[src/rtl/mem_port_arbiter_if.sv]
// rtl/mem_port_arbiter_if.sv - requester, memory and status signals of the two-port memory arbiter
interface mem_port_arbiter_if #(
    parameter int AW = 32,
    parameter int DW = 32
);
    logic          IReq;
    logic [AW-1:0] IAddr;
    logic          IAck;
    logic [DW-1:0] IRData;
    logic          DReq;
    logic          DWe;
    logic [AW-1:0] DAddr;
    logic [DW-1:0] DWData;
    logic          DAck;
    logic [DW-1:0] DRData;
    logic [AW-1:0] MemAddress;
    logic [DW-1:0] MemWriteData;
    logic          MemRead;
    logic          MemWrite;
    logic [DW-1:0] MemReadData;
    logic          Busy;

    modport slave (
        input  IReq, IAddr, DReq, DWe, DAddr, DWData, MemReadData,
        output IAck, IRData, DAck, DRData, MemAddress, MemWriteData, MemRead, MemWrite, Busy
    );

    modport master (
        output IReq, IAddr, DReq, DWe, DAddr, DWData, MemReadData,
        input  IAck, IRData, DAck, DRData, MemAddress, MemWriteData, MemRead, MemWrite, Busy
    );
endinterface

[src/rtl/mem_port_arbiter.sv]
// rtl/mem_port_arbiter.sv - fetch/data arbiter for a single-port synchronous memory
module mem_port_arbiter #(
    parameter int STARVE_LIMIT = 2,
    parameter int AW           = 32,
    parameter int DW           = 32
) (
    input  logic              Clk,
    input  logic              Reset,
    mem_port_arbiter_if.slave bus
);
    typedef enum logic [1:0] {IDLE, ISSUE, CAPTURE} state_t;

    localparam logic [3:0] LIMIT = 4'(STARVE_LIMIT);

    state_t        state_q, state_d;
    logic          owner_q, owner_d;     // 1 = data port owns the current access
    logic          we_q, we_d;
    logic [3:0]    starve_q, starve_d;
    logic [AW-1:0] mem_addr_q, mem_addr_d;
    logic [DW-1:0] mem_wdata_q, mem_wdata_d;
    logic          mem_read_q, mem_read_d;
    logic          mem_write_q, mem_write_d;
    logic          iack_q, iack_d;
    logic          dack_q, dack_d;
    logic [DW-1:0] irdata_q, irdata_d;
    logic [DW-1:0] drdata_q, drdata_d;
    logic          busy_q, busy_d;

    always_comb begin
        state_d     = state_q;
        owner_d     = owner_q;
        we_d        = we_q;
        starve_d    = starve_q;
        mem_addr_d  = '0;
        mem_wdata_d = '0;
        mem_read_d  = 1'b0;
        mem_write_d = 1'b0;
        iack_d      = 1'b0;
        dack_d      = 1'b0;
        irdata_d    = irdata_q;
        drdata_d    = drdata_q;
        busy_d      = busy_q;

        // Outputs are registered, so each state computes what the next state drives.
        case (state_q)
            IDLE: begin
                busy_d = 1'b0;
                if (bus.IReq || bus.DReq) begin
                    state_d = ISSUE;
                    busy_d  = 1'b1;
                    if (bus.DReq && (!bus.IReq || (starve_q < LIMIT))) begin
                        owner_d     = 1'b1;
                        we_d        = bus.DWe;
                        starve_d    = bus.IReq ? starve_q + 4'd1 : 4'd0;
                        mem_addr_d  = bus.DAddr;
                        mem_wdata_d = bus.DWe ? bus.DWData : '0;
                        mem_read_d  = !bus.DWe;
                        mem_write_d = bus.DWe;
                    end else begin
                        owner_d    = 1'b0;
                        we_d       = 1'b0;
                        starve_d   = 4'd0;
                        mem_addr_d = bus.IAddr;
                        mem_read_d = 1'b1;
                    end
                end
            end
            ISSUE: begin
                state_d = CAPTURE;
                busy_d  = 1'b1;
            end
            CAPTURE: begin
                state_d = IDLE;
                busy_d  = 1'b0;
                if (owner_q) begin
                    dack_d   = 1'b1;
                    drdata_d = we_q ? '0 : bus.MemReadData;
                end else begin
                    iack_d   = 1'b1;
                    irdata_d = bus.MemReadData;
                end
            end
            default: begin
                state_d = IDLE;
                busy_d  = 1'b0;
            end
        endcase
    end

    always_ff @(posedge Clk) begin
        if (Reset) begin
            state_q     <= IDLE;
            owner_q     <= 1'b0;
            we_q        <= 1'b0;
            starve_q    <= 4'd0;
            mem_addr_q  <= '0;
            mem_wdata_q <= '0;
            mem_read_q  <= 1'b0;
            mem_write_q <= 1'b0;
            iack_q      <= 1'b0;
            dack_q      <= 1'b0;
            irdata_q    <= '0;
            drdata_q    <= '0;
            busy_q      <= 1'b0;
        end else begin
            state_q     <= state_d;
            owner_q     <= owner_d;
            we_q        <= we_d;
            starve_q    <= starve_d;
            mem_addr_q  <= mem_addr_d;
            mem_wdata_q <= mem_wdata_d;
            mem_read_q  <= mem_read_d;
            mem_write_q <= mem_write_d;
            iack_q      <= iack_d;
            dack_q      <= dack_d;
            irdata_q    <= irdata_d;
            drdata_q    <= drdata_d;
            busy_q      <= busy_d;
        end
    end

    assign bus.MemAddress   = mem_addr_q;
    assign bus.MemWriteData = mem_wdata_q;
    assign bus.MemRead      = mem_read_q;
    assign bus.MemWrite     = mem_write_q;
    assign bus.IAck         = iack_q;
    assign bus.IRData       = irdata_q;
    assign bus.DAck         = dack_q;
    assign bus.DRData       = drdata_q;
    assign bus.Busy         = busy_q;
endmodule

[src/flat_wrapper.sv]
// flat-port wrapper written by rule: the top's interface ports become plain ports
module mem_port_arbiter_flat 
#(
    parameter int STARVE_LIMIT = 2,
    parameter int AW           = 32,
    parameter int DW           = 32
)
  (Clk, Reset, bus_IReq, bus_IAddr, bus_DReq, bus_DWe, bus_DAddr, bus_DWData, bus_MemReadData, bus_IAck, bus_IRData, bus_DAck, bus_DRData, bus_MemAddress, bus_MemWriteData, bus_MemRead, bus_MemWrite, bus_Busy);
  mem_port_arbiter_if #(.AW(AW), .DW(DW)) bus_i ();
  input  logic Clk;
  input  logic Reset;
  input wire logic [$bits(bus_i.IReq)-1:0] bus_IReq;
  input wire logic [$bits(bus_i.IAddr)-1:0] bus_IAddr;
  input wire logic [$bits(bus_i.DReq)-1:0] bus_DReq;
  input wire logic [$bits(bus_i.DWe)-1:0] bus_DWe;
  input wire logic [$bits(bus_i.DAddr)-1:0] bus_DAddr;
  input wire logic [$bits(bus_i.DWData)-1:0] bus_DWData;
  input wire logic [$bits(bus_i.MemReadData)-1:0] bus_MemReadData;
  output wire logic [$bits(bus_i.IAck)-1:0] bus_IAck;
  output wire logic [$bits(bus_i.IRData)-1:0] bus_IRData;
  output wire logic [$bits(bus_i.DAck)-1:0] bus_DAck;
  output wire logic [$bits(bus_i.DRData)-1:0] bus_DRData;
  output wire logic [$bits(bus_i.MemAddress)-1:0] bus_MemAddress;
  output wire logic [$bits(bus_i.MemWriteData)-1:0] bus_MemWriteData;
  output wire logic [$bits(bus_i.MemRead)-1:0] bus_MemRead;
  output wire logic [$bits(bus_i.MemWrite)-1:0] bus_MemWrite;
  output wire logic [$bits(bus_i.Busy)-1:0] bus_Busy;
  assign bus_i.IReq = bus_IReq;
  assign bus_i.IAddr = bus_IAddr;
  assign bus_i.DReq = bus_DReq;
  assign bus_i.DWe = bus_DWe;
  assign bus_i.DAddr = bus_DAddr;
  assign bus_i.DWData = bus_DWData;
  assign bus_i.MemReadData = bus_MemReadData;
  assign bus_IAck = bus_i.IAck;
  assign bus_IRData = bus_i.IRData;
  assign bus_DAck = bus_i.DAck;
  assign bus_DRData = bus_i.DRData;
  assign bus_MemAddress = bus_i.MemAddress;
  assign bus_MemWriteData = bus_i.MemWriteData;
  assign bus_MemRead = bus_i.MemRead;
  assign bus_MemWrite = bus_i.MemWrite;
  assign bus_Busy = bus_i.Busy;
  mem_port_arbiter #(.STARVE_LIMIT(STARVE_LIMIT), .AW(AW), .DW(DW)) u_core (.Clk(Clk), .Reset(Reset), .bus(bus_i));
endmodule
[config.mk]
export PLATFORM = sky130hd
export DESIGN_NAME = mem_port_arbiter_flat
export DESIGN_NICKNAME = d
export VERILOG_FILES = /design/src/rtl/mem_port_arbiter_if.sv /design/src/rtl/mem_port_arbiter.sv /design/src/flat_wrapper.sv
export SDC_FILE = /design/constraint.sdc
export NUM_CORES = 1
export LEC_CHECK = 0
export ABC_CLOCK_PERIOD_IN_PS = 1760
export CORE_ASPECT_RATIO = 1.5
export CORE_MARGIN = 2
export CORE_UTILIZATION = 37
export DETAILED_ROUTE_END_ITERATION = 6
export PLACE_DENSITY = 0.76
export SYNTH_ARGS = -nofsm -noshare
export SYNTH_HDL_FRONTEND = slang
export SYNTH_SLANG_ARGS = --single-unit
[constraint.sdc]
create_clock -name Clk -period 1.76 [get_ports Clk]
set_input_delay 0.176 -clock Clk [delete_from_list [all_inputs] [get_ports Clk]]
set_output_delay 0.176 -clock Clk [all_outputs]
set_load 0.05 [all_outputs]
## Word level (Yosys, flattened, before mapping)

Index checks and enable logic that the tools add are counted.

| storage, ports and cells | value |
|---|---|
| output and inout port bits | 133 |
| register bits | 141 |

| operators by class | value |
|---|---|
| mux-type cells | 13 |
| bitwise logic cells | 6 |
| eq/ne operators | 3 |
| add/sub/neg operators | 1 |
| magnitude comparators | 1 |
| reduce and logical (&&, ||, !) cells | 12 |

Operators with widths:

| kind | count |
|---|---|
| two-way mux 32 bit | 2 |
| two-way mux 4 bit | 2 |
| two-way mux 1 bit | 6 |
| inverter 1 bit | 6 |
| AND reduction 2 bit | 3 |
| OR reduction 5 bit | 1 |
| adder 4 x 1 -> 4 bit (second input constant) | 1 |
| less-than comparator 4 x 2 -> 1 bit (second input constant) | 1 |
| case mux 2 bit (2 select lines) | 1 |
| OR reduction 3 bit | 1 |
| == test 2 x 1 -> 1 bit (second input constant) | 1 |
| == test 2 bit (second input constant) | 1 |
| logical NOT 1 bit | 2 |
| logical NOT 2 bit | 1 |
| logical OR 1 bit | 2 |
| two-way mux 2 bit | 1 |
| inequality test 2 x 1 -> 1 bit (second input constant) | 1 |
| case mux 1 bit (2 select lines) | 1 |
| OR reduction 2 bit | 1 |
| logical AND 1 bit | 1 |

## Logic depth before layout (Yosys ltp)

Gate-level depths: netlist of the first run.

| logic depth | value |
|---|---|
| word-level depth | 5 |
| mapped depth | 5 |
| gate-level depth less buffers | 3 |

## Least setup slack after synthesis of the first run

OpenSTA, ideal clock, no wires.

| path | value |
|---|---|
| path kind | flip-flop to flip-flop |
| start | register u_core.state_q[1] |
| end | register u_core.irdata_q[0], in the netlist u_core.bus.IRData[0] |
| slack | 453 ps |
| path buffers | 2 |
| data arrival time | 1179 ps |
| clock period less this slack | 1307 ps |
| setup time | 128 ps |
| cell stages (with the launch flop) | 6 |
| cells stage by stage | dfxtp_1 -> nor3b_1 -> buf_2 -> buf_6 -> mux2i_1 -> nor2_1 |

| on the way | value |
|---|---|
| word-level cells in the longest chain between the ends | 2 |

RTL lines:

| item | RTL line | RTL |
|---|---|---|
| start, declared | mem_port_arbiter.sv:15 | `state_t state_q, state_d;` |
| start signal, assigned | mem_port_arbiter.sv:106 | `state_q <= state_d;` |
| == test 2 bit | mem_port_arbiter.sv:45 | `case (state_q)` |
| AND reduction 2 bit (no line) | n/a |  |
| end signal, assigned | mem_port_arbiter.sv:116 | `irdata_q <= irdata_d;` |
| end, declared | mem_port_arbiter.sv:25 | `logic [DW-1:0] irdata_q, irdata_d;` |

No other way between the ends.
A chain may end at the register's enable or synchronous reset.

## Worst setup path after layout of the first run

| path | value |
|---|---|
| start | register u_core.irdata_q[22], in the netlist u_core.bus.IRData[22] |
| end | output bus_IRData[22] |

RTL lines:

| item | RTL line | RTL |
|---|---|---|
| end, declared | flat_wrapper.sv:20 | `output wire logic [$bits(bus_i.IRData)-1:0] bus_IRData;` |

No word-level cell between the ends.

==> results.txt, run 1 <==
Setup TNS = 0 ns
Antenna Nets Post-Route = 0
Most frequent cell after synthesis = dfxtp_1
Fraction of registers with async set or reset after synthesis = 0%
CP arrival = 1.54 ns
Finished Layout Cells = 855
Routed wire length = 13500 um
Die H = 140 um
Crit path time final = 1.72 ns
Hold Buf Count CTS = 0
Outcome = completed
Total setup buffers inserted after CTS = 0
Final instance area = 0.00808 mm2
Slew Viols, Final = 0
Vias per cell = 4.80
CTS Buf Count = 17
CTS Sinks = 141
Effective utilization at floorplan = 37.9%
Clk_lat worst skew = 0.40 ns
Area delta synth->final = 77.5%
Gr usage total = 20.5%
Setup Skew = 0.00577 ns
Finish-stage setup viols = 0
Overall power = 7.98 mW
Post-synth top flop = dfxtp_1
Seq/Total Area, Yosys = 62.0%
Utilization after layout = 67.2%
CP max-delay cell = clkdlybuf4s50_1
XOR/XNOR Fraction of Synth Area = 0%
Fmax achieved = 0.582 GHz
Worst R2R Path Depth = 4
Critical-path cell list = clkdlybuf4s50_1
Synth top area share = 62.0%
RSZ-0062 raised after global routing = false
Die ar. = 0.0132 mm2
Share of post-route cells with drive strength above 1 = 7.12%
GRT overflow = 0
Final net count = 824
CP Capture Type = primary output
Pre-CTS WS = 0.0498 ns
Syn Std Cell Area = 0.00455 mm2
FILL cells = 957
Synth Area in Adders = 0.275%
Largest family of logic cells by synthesized area = simple AND/OR/NAND/NOR gates
CTS-repair resized insts = 3
Slew HR = 60.1%
Buf/Inv on CP = 1
Flop2flop setup slack = 0.26 ns
Post-synthesis compound-gate area fraction = 12.1%
Post-place instance area = 0.00741 mm2
Vias in the first global route = 4333
Global placement routability congestion = 0.782
Via count = 4101
Hold Crit Depth = 3
Cell depth of the worst setup path = 1
First-pass GRT wire length = 21200 um
Crit share post-route = 97.6%
DRC viols = 0
Hold WC Path Type = input pin to flip-flop
DP HPWL = 10300 um
Inst Count DP = 824
EDFF count, synth = 0
Top cell family by delay on the critical path = buffers and inverters
Max cap viols = 0
Required @ worst endpoint = 1.58 ns
Chip width = 94.6 um
Antenna cell count = 0
Num ports = 266
Warnings from Yosys = 0
Clk slew on worst S/H paths = 0.06 ns
Port Buffers = 265
DR WL/cell = 15.8 um
Yosys reg bits = 141
Startpoint types = flip-flop
Post-synthesis cell count = 425
Mux share of post-synthesis cell area = 7.29%
Top cell type by total area after synthesis = dfxtp_1
Final hold violation count = 0
Core area = 0.0120 mm2
Measured slew at the worst slew-check pin = 0.598 ns
Simple-gate share of the synthesized area = 14.8%
Post-synth cell types = 26
Crit Path Class = flip-flop to primary output
Clock Path Buffers = 2
Final Worst Setup Slack = 0.0419 ns
Ranking of synthesized cells by area = dfxtp_1 (62%), mux2i_1 (7.0%), a22o_1 (6.7%)
Average size of a mapped cell = 10.7 um2
CP Max Fanout = 2
Root Driver = clkbuf_16
CTS tree = built
Crit path largest cell delay = 0.81 ns
Smallest hold slack = 0.330 ns
Row cnt = 49
PwrDens = 988 mW/mm2
TritonRoute pass-1 iters = 6
Pleak = 3.82 nW
Initial antenna violation count = 0
Commonest cells post-synth = dfxtp_1 (141), nand2_1 (66), a22o_1 (35), and2_1 (35), nor2_1 (34)
Initial DRC Count = 82
Syn Nets = 559
Largest net degree at the start of global routing = 38
Worst vdd ir = 0.627 mV
Max H-tree Level = 4
==> where the power goes <==
part / internal, mW / total [mW] / switching (mW)
registers: 3.31 / 3.36 / 0.0502
logic: 0.561 / 1.23 / 0.671
clock network: 2.10 / 3.39 / 1.29
==> layer usage <==
metal / global-route usage [%] / vias to the layer above / routed length (um)
met5: 0 / - / 0
met4: 8.01 / 0 / 317
met3: 8.88 / 22 / 1410
met2: 38.1 / 202 / 7260
met1: 19.2 / 1891 / 4540
li1: - / 1986 / -
==> cells in the final DEF (no fill, tap or decap) <==
master           count
a21o_1               1
clkbuf_8             1
a21boi_0             1
a21bo_2              1
dfxtp_1            141
clkdlybuf4s50_1    218
o22ai_1             32
buf_4                7
dlygate4sd2_1        3
and2_1              35
clkinv_2             6
clkbuf_16           17
nor3_4               1
nand2_1             66
mux2i_1             32
nor2_1              34
dlymetal6s2s_1      43
nor3_1               4
clkinvlp_4           2
mux2_2               1
clkbuf_1             1
nor2b_1              1
or2_2                1
inv_2                1
bufinv_16            2
a31oi_2              1
a21oi_1              1
and4_1               2
o31ai_1              1
clkinv_4             2
a22o_1              35
ha_1                 1
nor3b_2              1
buf_12               5
nor4_4               1
==> cell type report <==
| cell class | instances | area [um2] | area share [%] |
|---|---|---|---|
| flip-flops and latches | 141 | 2820 | 34.9 |
| inverters | 1 | 3.75 | 0.0465 |
| multi-input cells | 253 | 1600 | 19.7 |
| repair buffers | 276 | 2900 | 35.9 |
| clock inverters | 12 | 123 | 1.52 |
| clock buffers | 19 | 443 | 5.48 |
| well taps | 153 | 191 | 2.37 |
==> final timing paths <==
path | start | to
worst max-delay path | u_core.bus.IRData[22] | bus_IRData[22]
worst min-delay path | bus_DAddr[17] | u_core.bus.MemAddress[17]
worst max register to register | u_core.state_q[1] | u_core.bus.IRData[10]
worst min register to register | u_core.bus.DRData[11] | u_core.bus.DRData[11]
==> cell families after synthesis <==
kind of cell / Yosys count
buf+inv: 31
fa+ha+maj: 1
flops: 141
simple gates: 146
mux: 33
compound gates: 73
==> flip-flops by register name, indices dropped and copies added (netlist names) <==
| register | cells |
|---|---|
| u_core.bus.MemWriteData | 32 |
| u_core.we_q | 1 |
| u_core.bus.Busy | 1 |
| u_core.bus.DAck | 1 |
| u_core.bus.MemRead | 1 |
| u_core.bus.MemAddress | 32 |
| u_core.bus.MemWrite | 1 |
| u_core.starve_q | 4 |
| u_core.owner_q | 1 |
| u_core.bus.IAck | 1 |
| u_core.bus.DRData | 32 |
| u_core.state_q | 2 |
| u_core.bus.IRData | 32 |
(Power assumes the default switching activity.)
==> run 2, diff against run 1 <==
PLACE_DENSITY = 0.88   (was 0.76)
==> run 2 against run 1 <==
Net effect:
- setup slack got worse by 0.025 ns
- via count rose by 3.1%
- register-to-register slack got worse by 0.03 ns
- combinational power barely moved
- cell area fell by 0.40%
- sequential power barely moved
- clock power rose by 4%
- cell count did not move
- maximum frequency fell by 1.4%
- critical path type unchanged
==> results.txt, run 2 (synthesized netlist as in run 1, its figures left out) <==
TritonRoute pass-1 iters = 5
Clk_lat worst skew = 0.41 ns
Root Driver = clkbuf_16
Pleak = 3.82 nW
Crit Path Class = flip-flop to primary output
Chip width = 94.6 um
Final hold violation count = 0
Port Buffers = 265
DR WL met2 = 7840 um
CTS Buf Count = 17
Outcome = completed
Die ar. = 0.0132 mm2
Seq pwr share = 41.4%
Setup Skew = 0.0114 ns
Clock Path Buffers = 2
Hold path startpoint = bus_DWData[8]
Core area = 0.0120 mm2
Max H-tree Level = 4
Row cnt = 49
Required @ worst endpoint = 1.58 ns
CTS tree = built
GRT overflow = 0
PwrDens = 1010 mW/mm2
CTS-repair resized insts = 17
Most frequent cells in the layout = clkdlybuf4s50_1 (201), dfxtp_1 (141), nand2_1 (66), dlymetal6s2s_1 (39)
Internal power = 5.89 mW
CP max-delay cell = clkdlybuf4s50_1
Worst R2R Start = u_core.state_q[1]
Gr usage total = 21.7%
CP Max Fanout = 2
Critical-path cell list = clkdlybuf4s50_1
Hold WC Path Type = input pin to flip-flop
Clk slew on worst S/H paths = 0.06 ns
Area delta synth->final = 76.8%
Initial antenna violation count = 0
Effective utilization at floorplan = 37.9%
First-pass GRT wire length = 22100 um
Utilization after layout = 67.0%
Slew Viols, Final = 0
Startpoint types = flip-flop
Crit share post-route = 99.0%
Metal-1 WL = 4980 um
Buf/Inv on CP = 1
Vias per cell = 4.94
Met3 wire len = 1380 um
Finished Layout Cells = 855
Hold Crit Depth = 2
DP HPWL = 11000 um
Worst R2R End = u_core.bus.IRData[1]
Die H = 140 um
Share of post-route cells with drive strength above 1 = 8.26%
Slew HR = 49.4%
Final net count = 823
Num ports = 266
DRC viols = 0
Finish-stage setup viols = 0
Fmax achieved = 0.574 GHz
Worst Hold Path EP = u_core.bus.MemWriteData[8]
CP arrival = 1.57 ns
Sw Ratio = 27.2%
Inst Count DP = 823
Antenna cell count = 0
Vias in the first global route = 4373
Crit path time final = 1.74 ns
DR WL/cell = 17.2 um
Top cell family by delay on the critical path = buffers and inverters
Crit path largest cell delay = 0.81 ns
Total setup buffers inserted after CTS = 0
Antenna Nets Post-Route = 0
Clock share of power = 43.3%
Via count = 4227
Combinational Power Share = 15.3%
Pre-CTS WS = -0.0528 ns
Max cap viols = 0
Measured slew at the worst slew-check pin = 0.756 ns
Largest net degree at the start of global routing = 65
Flop2flop setup slack = 0.23 ns
CTS Sinks = 141
Global placement routability congestion = 0.822
Hold Buf Count CTS = 0
Initial DRC Count = 117
CP Capture Type = primary output
Max Used Layer = met4
Worst vdd ir = 0.661 mV
FILL cells = 915
Final Worst Setup Slack = 0.0174 ns
Worst R2R Path Depth = 4
Routed wire length = 14700 um
Switching pwr = 2.21 mW
Commonest non-fill, non-tap cell in the layout = clkdlybuf4s50_1
run 2: worst max-delay path by stage:
stage                     startpoint  slack [ns]  depth (start not counted)               endpoint
2_1_floorplan      u_core.state_q[1]        0.45                          5   u_core.bus.IRData[0]
3_3_place_gp                   Reset        0.05                          4  u_core.bus.DRData[18]
3_5_place_dp                   Reset       -0.05                          4   u_core.bus.DRData[9]
4_1_cts         u_core.bus.DRData[3]      0.0003                          1          bus_DRData[3]
5_1_grt         u_core.bus.DRData[6]       -0.02                          1          bus_DRData[6]
6_report       u_core.bus.DRData[21]        0.02                          1         bus_DRData[21]
run 2: cell type report:
class                           count  area [um2]  area share, %
Inverter                            1        3.75         0.0467
Tap cell                          153         191           2.38
Clock buffer                       18         439           5.46
Timing Repair Buffer              275        2850           35.4
Multi-Input combinational cell    253        1600           19.8
Sequential cell                   141        2820           35.1
Clock inverter                     14         146           1.82
run 2: power by group through the flow:
stage | Combinational (mW) | Sequential, mW | Clock [mW]
after floorplan | 0.265 | 3.79 | 0
after global placement | 1.21 | 3.42 | 0
after detailed placement | 1.24 | 3.43 | 0
after CTS | 1.24 | 3.36 | 3.57
after global routing | 1.30 | 3.36 | 3.72
final | 1.24 | 3.35 | 3.51
run 2: per-stage QoR:
step | setup TNS (ns) | area [um2] | hold WS [ns] | power [mW]
finish | 0 | 8050 | 0.331 | 8.10
detailed placement | -0.619 | 7380 | 0.466 | 4.67
global placement | 0 | 7380 | 0.446 | 4.63
global route | -0.0313 | 8050 | 0.319 | 8.38
floorplan | 0 | 4550 | 0.282 | 4.05
CTS | 0 | 7950 | 0.311 | 8.16
run 2: routing by layer:
layer,global-route usage (%),up-vias
met5,0,-
met4,10.2,0
met3,7.26,37
met2,40.0,223
met1,21.1,1982
li1,-,1985
